## config.mk

```make
export PLATFORM = sky130hd
export DESIGN_NAME = inst_rom_arbiter
export DESIGN_NICKNAME = d
export VERILOG_FILES = /design/src/rtl/inst_rom_arbiter.sv
export SDC_FILE = /design/constraint.sdc
export NUM_CORES = 1
export LEC_CHECK = 0
export ABC_AREA = 1
export CAP_MARGIN = 20
export CORE_MARGIN = 3
export CORE_UTILIZATION = 41
export CTS_BUF_LIST = sky130_fd_sc_hd__clkbuf_8 sky130_fd_sc_hd__clkbuf_16
export DETAILED_ROUTE_END_ITERATION = 10
export PLACE_DENSITY = 0.88
export SLEW_MARGIN = 20
export SYNTH_ARGS = -nofsm -noshare
export SYNTH_HDL_FRONTEND = slang
export SYNTH_SLANG_ARGS = --single-unit
```

## constraint.sdc

```tcl
create_clock -name clk -period 1.83 [get_ports clk]
set_clock_uncertainty 0.2 [all_clocks]
set_input_delay 0.4575 -clock clk [delete_from_list [all_inputs] [get_ports clk]]
set_output_delay 0.4575 -clock clk [all_outputs]
set_load 0.005 [all_outputs]
```

## src/rtl/inst_rom_arbiter.sv

```systemverilog
// Arbitrates the shared combinational instruction ROM between IF fetches and a debug
// read-burst port; IF wins except when a pending burst has waited MAX_WAIT IF grants.
module inst_rom_arbiter #(
  parameter int ADDR_W   = 32,
  parameter int DATA_W   = 32,
  parameter int MAX_WAIT = 4,
  parameter int LEN_W    = 8
) (
  input  logic              clk,
  input  logic              rst,
  input  logic              if_req,
  input  logic [ADDR_W-1:0] if_addr,
  output logic [DATA_W-1:0] if_inst,
  output logic              if_valid,
  output logic              stallreq_arb,
  input  logic              dbg_start,
  input  logic [ADDR_W-1:0] dbg_addr,
  input  logic [LEN_W-1:0]  dbg_len,
  output logic              dbg_busy,
  output logic [DATA_W-1:0] dbg_data,
  output logic              dbg_valid,
  output logic              dbg_done,
  output logic              rom_ce,
  output logic [ADDR_W-1:0] rom_addr,
  input  logic [DATA_W-1:0] rom_inst
);

  localparam int WC_W = (MAX_WAIT < 1) ? 1 : $clog2(MAX_WAIT + 1);
  localparam logic [WC_W-1:0] WAIT_MAX = WC_W'(MAX_WAIT);

  localparam logic [0:0] S_IDLE  = 1'b0;
  localparam logic [0:0] S_BURST = 1'b1;

  logic [0:0]        state;
  logic [WC_W-1:0]   wait_cnt;
  logic [ADDR_W-1:0] dbg_ptr;
  logic [LEN_W-1:0]  remaining;

  logic dbg_pend;
  logic gnt_dbg;
  logic gnt_if;
  logic last_word;

  // Grant decision: one-hot or none, resolved in the request cycle
  always_comb begin
    dbg_pend  = (state == S_BURST);
    gnt_dbg   = dbg_pend & (~if_req | (wait_cnt == WAIT_MAX));
    gnt_if    = if_req & ~gnt_dbg;
    last_word = gnt_dbg & (remaining == LEN_W'(1));
  end

  always_comb begin
    rom_ce       = gnt_if | gnt_dbg;
    rom_addr     = '0;
    if (gnt_if)
      rom_addr = if_addr;
    else if (gnt_dbg)
      rom_addr = dbg_ptr;
    stallreq_arb = if_req & ~gnt_if;
    dbg_busy     = dbg_pend;
  end

  // Burst control: a start is only honoured from idle with a nonzero length
  always_ff @(posedge clk) begin
    if (rst) begin
      state     <= S_IDLE;
      dbg_ptr   <= '0;
      remaining <= '0;
    end else begin
      case (state)
        S_IDLE: begin
          if (dbg_start && (dbg_len != '0)) begin
            state     <= S_BURST;
            dbg_ptr   <= {dbg_addr[ADDR_W-1:2], 2'b00};
            remaining <= dbg_len;
          end
        end
        default: begin
          if (gnt_dbg) begin
            dbg_ptr   <= dbg_ptr + ADDR_W'(4);
            remaining <= remaining - LEN_W'(1);
            if (last_word)
              state <= S_IDLE;
          end
        end
      endcase
    end
  end

  // Starvation counter only advances while a burst is actually waiting
  always_ff @(posedge clk) begin
    if (rst) begin
      wait_cnt <= '0;
    end else if (gnt_dbg || !dbg_pend) begin
      wait_cnt <= '0;
    end else if (gnt_if && (wait_cnt != WAIT_MAX)) begin
      wait_cnt <= wait_cnt + WC_W'(1);
    end
  end

  // Response stage: ROM word captured one cycle after its grant
  always_ff @(posedge clk) begin
    if (rst) begin
      if_inst   <= '0;
      if_valid  <= 1'b0;
      dbg_data  <= '0;
      dbg_valid <= 1'b0;
      dbg_done  <= 1'b0;
    end else begin
      if_valid  <= gnt_if;
      if (gnt_if)
        if_inst <= rom_inst;
      dbg_valid <= gnt_dbg;
      dbg_done  <= last_word;
      if (gnt_dbg)
        dbg_data <= rom_inst;
    end
  end

endmodule

```

## Word-level counts from Yosys, hierarchy flattened

Index checks and enable logic that the tools add are counted.

| storage, ports and cells | value |
|---|---|
| flip-flop bits (word level) | 111 |
| bits of input ports | 108 |
| word-level logic and storage cells | 45 |

| operators by class | value |
|---|---|
| add/subtract/negate cells | 3 |
| equal/unequal tests | 4 |
| mux-type cells | 12 |
| bitwise operators | 9 |
| reduce and logical (&&, ||, !) cells | 8 |

Operator list:

| kind | count |
|---|---|
| $mux W32 | 5 |
| $add A32 B3 Y32 const B | 1 |
| $mux W8 | 3 |
| $eq A8 B1 Y1 const B | 1 |
| $reduce_bool A8 Y1 | 1 |
| $sub A8 B1 Y8 const B | 1 |
| $and A1 B1 Y1 | 4 |
| $mux W1 | 4 |
| $add A3 B1 Y3 const B | 1 |
| $eq A3 B3 Y1 const B | 1 |
| $ne A3 B3 Y1 const B | 1 |
| $not A1 Y1 | 3 |
| $logic_and A1 B1 Y1 | 2 |
| $ne A2 B1 Y1 const B | 1 |
| $or A1 B1 Y1 | 2 |
| $reduce_and A2 Y1 | 1 |
| $reduce_bool A2 Y1 | 1 |
| $reduce_or A2 Y1 | 1 |
| $logic_not A1 Y1 | 1 |
| $logic_or A1 B1 Y1 | 1 |

## Longest topological paths before layout

Gate-level depths: netlist of run 1.

| logic depth | value |
|---|---|
| depth in word-level cells | 7 |
| mapped depth | 11 |

## Worst setup path before layout of run 1

Ideal clock, no wire load.

| timing | value |
|---|---|
| kind | reg-to-output |
| from | reg wait_cnt[0] |
| to | out rom_addr[15] |
| arrival | 1.353 ns |
| required time | 1.172 ns |
| slack | -0.181 ns |
| cell stages (with the launch flop) | 10 |
| buffers on the path | 2 |
| cells stage by stage | dfxtp_1 > inv_1 > ha_1 > nand2_1 > nand2_1 > nand2_2 > buf_4 > buf_2 > nand3_1 > o21ai_0 |

| between the ends | value |
|---|---|
| longest elaborated chain between the ends | 6 |
| elaborated cells between the ends (all ways) | 7 |

Ends and longest elaborated chain:

| element | RTL line | RTL |
|---|---|---|
| start: declaration | 35 | `logic [WC_W-1:0] wait_cnt;` |
| start signal: assignment | 97 | `wait_cnt <= wait_cnt + WC_W'(1);` |
| $eq A3 B3 Y1 * | 47 | `gnt_dbg = dbg_pend & (~if_req \| (wait_cnt == WAIT_MAX));` |
| $or A1 B1 Y1 * | 47 |  |
| $and A1 B1 Y1 * | 47 |  |
| $not A1 Y1 | 48 | `gnt_if = if_req & ~gnt_dbg;` |
| $and A1 B1 Y1 | 48 |  |
| $mux W32 * | 55 | `if (gnt_if)` |
| end: declaration | 24 | `output logic [ADDR_W-1:0] rom_addr,` |

Every way passes the cells marked *; elsewhere a longest branch is shown, timed or not.

## Final worst setup path of run 1

| timing | value |
|---|---|
| from | reg wait_cnt[0] |
| to | out rom_addr[10] |

The elaborated chain is that of the path after synthesis.

==> impl_metrics.yaml, run 1 <==
grt:
  grt_max_degree: 44
  grt_usage: 0.2644
  busiest_layer: "met2"
  first_global_vias: 6770
  grt.overflow.total: 0
  grt_pass1_wl_mm: 32.41
  antenna_found_initial: 0
  grt_use_met1: 0.3149
  met2_usage: 0.4709
  grt_use_met3: 0.05124
floorplan:
  initial_core_util: 0.4226
  io_pins: 210
  num_rows: 42
  die_w_um: 123.5
  dieArea_um2: 15260
  core_um2: 13400
  die_h_um: 123.5
route:
  wire_per_inst_um: 18.35
  drt_iter0_markers: 707
  viasPerCell: 5.543
  antenna_left: 0
  dr.pass1.iters: 6
  vias: 7273
  drc: 0
  wl_mm: 24.08
worst_setup_path:
  cp_num_buf_inv: 5
  cp.arrival_ns: 1.78
  slowest_delay_ns: 0.34
  crit_required_ns: 1.17
  timing.rr.start: "wait_cnt[0]"
  worstSetupPathType: "flop to primary output"
  cp_max_fo: 4
  critPathTopFamily: "buffers and inverters"
  startpoint: "wait_cnt[0]"
  crit_path_top_delay_cell: "dfxtp_2"
  startpoint_type: "flop"
  crit_path_end_kind: "primary output"
  worstPathCellList: "inv_2 > ha_4 > nand2_4 > nand2_4 > nand2_8 > buf_12 > buf_16 > buf_8 > nand3_1 > nand2_1 > buf_2"
  cpMostUsedCell: "nand2_4"
synthesis:
  syn_nets: 982
  syn_area_um2: 5663
  netlist_top_cells_count: "nand2_1 (214), nor2_1 (137), dfxtp_1 (109), nand3_1 (94), o21ai_0 (89)"
  synth_most_common_cell: "nand2_1"
  yosys_warnings: 0
  synth_edf_count: 0
  synthTopCellsByArea: "dfxtp_1 (39%), nand2_1 (14%), nor2_1 (9.1%)"
  syn_inst: 869
  ys_seq_area_frac: 0.3853
  synthDistinctLibCells: 32
  synthArstFlopShare: 0
  yosys.area.top_type: "dfxtp_1"
  syn-mean-instance-area_um2: 6.517
  ys.flop_type: "dfxtp_1"
  netlist.area_leader.share: 0.3853
  ys_ff_latch: 109
sta:
  rsz0062_at_grt: "true"
  whs_ns: 0.2658
  finalCritPeriodShare: 1.334
  period_minus_slack_ns: 2.440
  finalSetupViolations: 133
  clock.fmax_mhz: 409.8
  slew_headroom: 0.6010
  layout_setup_ws_ns: -0.6103
  tightestPinTransition_ns: 0.5985
  drv_slew: 0
  final_hold_viol_count: 0
pwr:
  vdd_drop_max_v: 0.0005455
  powerDensity_nw_per_um2: 716.3
  p_leak_nw: 4.320
placed_design:
  io_buffers: 207
  place_area_um2: 8165
  place.gp.congestion: 0.9472
  dp_hpwl_mm: 13.62
  placed_cells: 1250
final_layout:
  syn2layout_area_growth_pct: 77.93
  layout.cells.non_filler: 1312
  final_cell_area_um2: 10080
  seq_area_um2: 2218
  nets: 1244
  antenna_cells: 0
  nFillCells: 874
  multi_input_area_um2: 4013
  final_layout_size_suffix_gt1_frac: 0.3574
  fin_util: 0.7519
clock_network:
  clockBufferDepth: 2
  path_clk_slew_ns: 0.08
  clkSinkCount: 109
  root_buffer: "clkbuf_16"
  clk_latency_ns: 0.35
  numCtsBuffers: 9
  cts_tree: "built"
  cts_max_level: 3
outcome:
  outcome: "complete, but fails checks"
  violations: "negative setup slack"
worst_hold_path:
  min_path_type: "flop to flop"
  min_from: "if_inst[26]"
job:
  max_cap_violations: 0
worst min-delay path, cell delays in order (launching register included):
cell	delay [ns]
dfxtp_1	0.31
nand2_1	0.06
a21oi_1	0.05
flip-flops by register name, indices dropped and copies added, names as in the netlist:
signal     flops
dbg_done       1
wait_cnt       3
remaining      8
dbg_valid      1
if_valid       1
if_inst       32
dbg_busy       1
dbg_data      32
dbg_ptr       30
power by group:
group          switching (mW)  internal (mW)  leakage (nW)
clock network           0.992          0.952         0.141
logic                    1.30           1.21          3.27
registers               0.175           2.59         0.908
path summary, 6_finish.rpt:
kind / to / slack, ns / depth (start not counted)
max: rom_addr[10] / -0.61 / 11
max reg2reg: remaining[5] / -0.41 / 15
min: if_inst[26] / 0.27 / 2
min reg2reg: if_inst[26] / 0.27 / 2
layout make-up:
type / instances / area share
clock inverter: 7 / 0.005961
inverter: 48 / 0.01974
sequential: 109 / 0.2202
multi-input combinational: 658 / 0.3982
clock buffer: 9 / 0.02235
timing repair buffer: 305 / 0.3117
tap: 176 / 0.02186
cell usage in the layout (no fill, tap or decap), types with 2 or more instances in the layout:
cell type and n:
dlygate4sd2_1 59, o21ai_4 5, xor2_1 5, buf_6 15, inv_8 2, nand3_2 28
dfxtp_1 82, clkinv_4 2, clkdlybuf4s50_1 103, nor2_1 123, nand2_1 188, clkbuf_16 14
dlymetal6s2s_1 8, nand2_4 9, nand2_2 22, buf_12 13, a31oi_4 3, buf_16 8
nand2_8 2, ha_1 4, nor2_2 11, o21ai_1 13, buf_8 13, buf_4 45
inv_6 2, o21ai_2 62, buf_2 34, nor2_4 19, nand3_4 5, a21oi_2 52
inv_2 4, inv_1 42, a21oi_1 16, and2_1 3, o21ai_0 17, nand3_1 61
dfxtp_2 26
through the flow:
step | setup TNS (ns) | power, mW | worst slack, ns
finish | -38.16 | 7.217 | -0.6103
global route | -45.91 | 7.479 | -0.7545
CTS | -34.15 | 6.810 | -0.5602
detailed placement | -27.03 | 4.543 | -0.5078
global placement | -24.41 | 4.494 | -0.4861
floorplan | -0.2230 | 3.639 | -0.03717
layer usage:
layer,wire (um),up-vias,part of all wire
met5,0,-,0
met4,861,0,0.036
met3,2107,73,0.088
met2,12070,426,0.50
met1,9040,3418,0.38
li1,-,3356,-
timing repair:
action	in CTS	in global routing
pin swaps	32	57
gates cloned	11	9
buffers inserted	27	8
setup endpoints to repair	170	148
gates resized for setup	381	212
hold buffers	0	0
cells by family after synthesis:
| family | Yosys count | share of synthesized area |
|---|---|---|
| and+or+nand+nor | 475 | 0.3557 |
| AOI/OAI and AO/OA | 172 | 0.1597 |
| DFF | 109 | 0.3853 |
| buffers and inverters | 102 | 0.07888 |
| xor gates and xnor gates | 6 | 0.009280 |
| adders and majority gates | 5 | 0.01105 |
Note: power is estimated with default switching activity, not from simulation.
==> run 2, diff against run 1 <==
--- a/config.mk
+++ b/config.mk
@@ -10,6 +10,7 @@
 export CORE_MARGIN = 3
 export CORE_UTILIZATION = 41
 export CTS_BUF_LIST = sky130_fd_sc_hd__clkbuf_8 sky130_fd_sc_hd__clkbuf_16
+export CTS_CLUSTER_SIZE = 10
 export DETAILED_ROUTE_END_ITERATION = 10
 export PLACE_DENSITY = 0.88
 export SLEW_MARGIN = 20
==> results of run 2 <==
The final DEF is identical to that of run 1; final timing and power are the same.
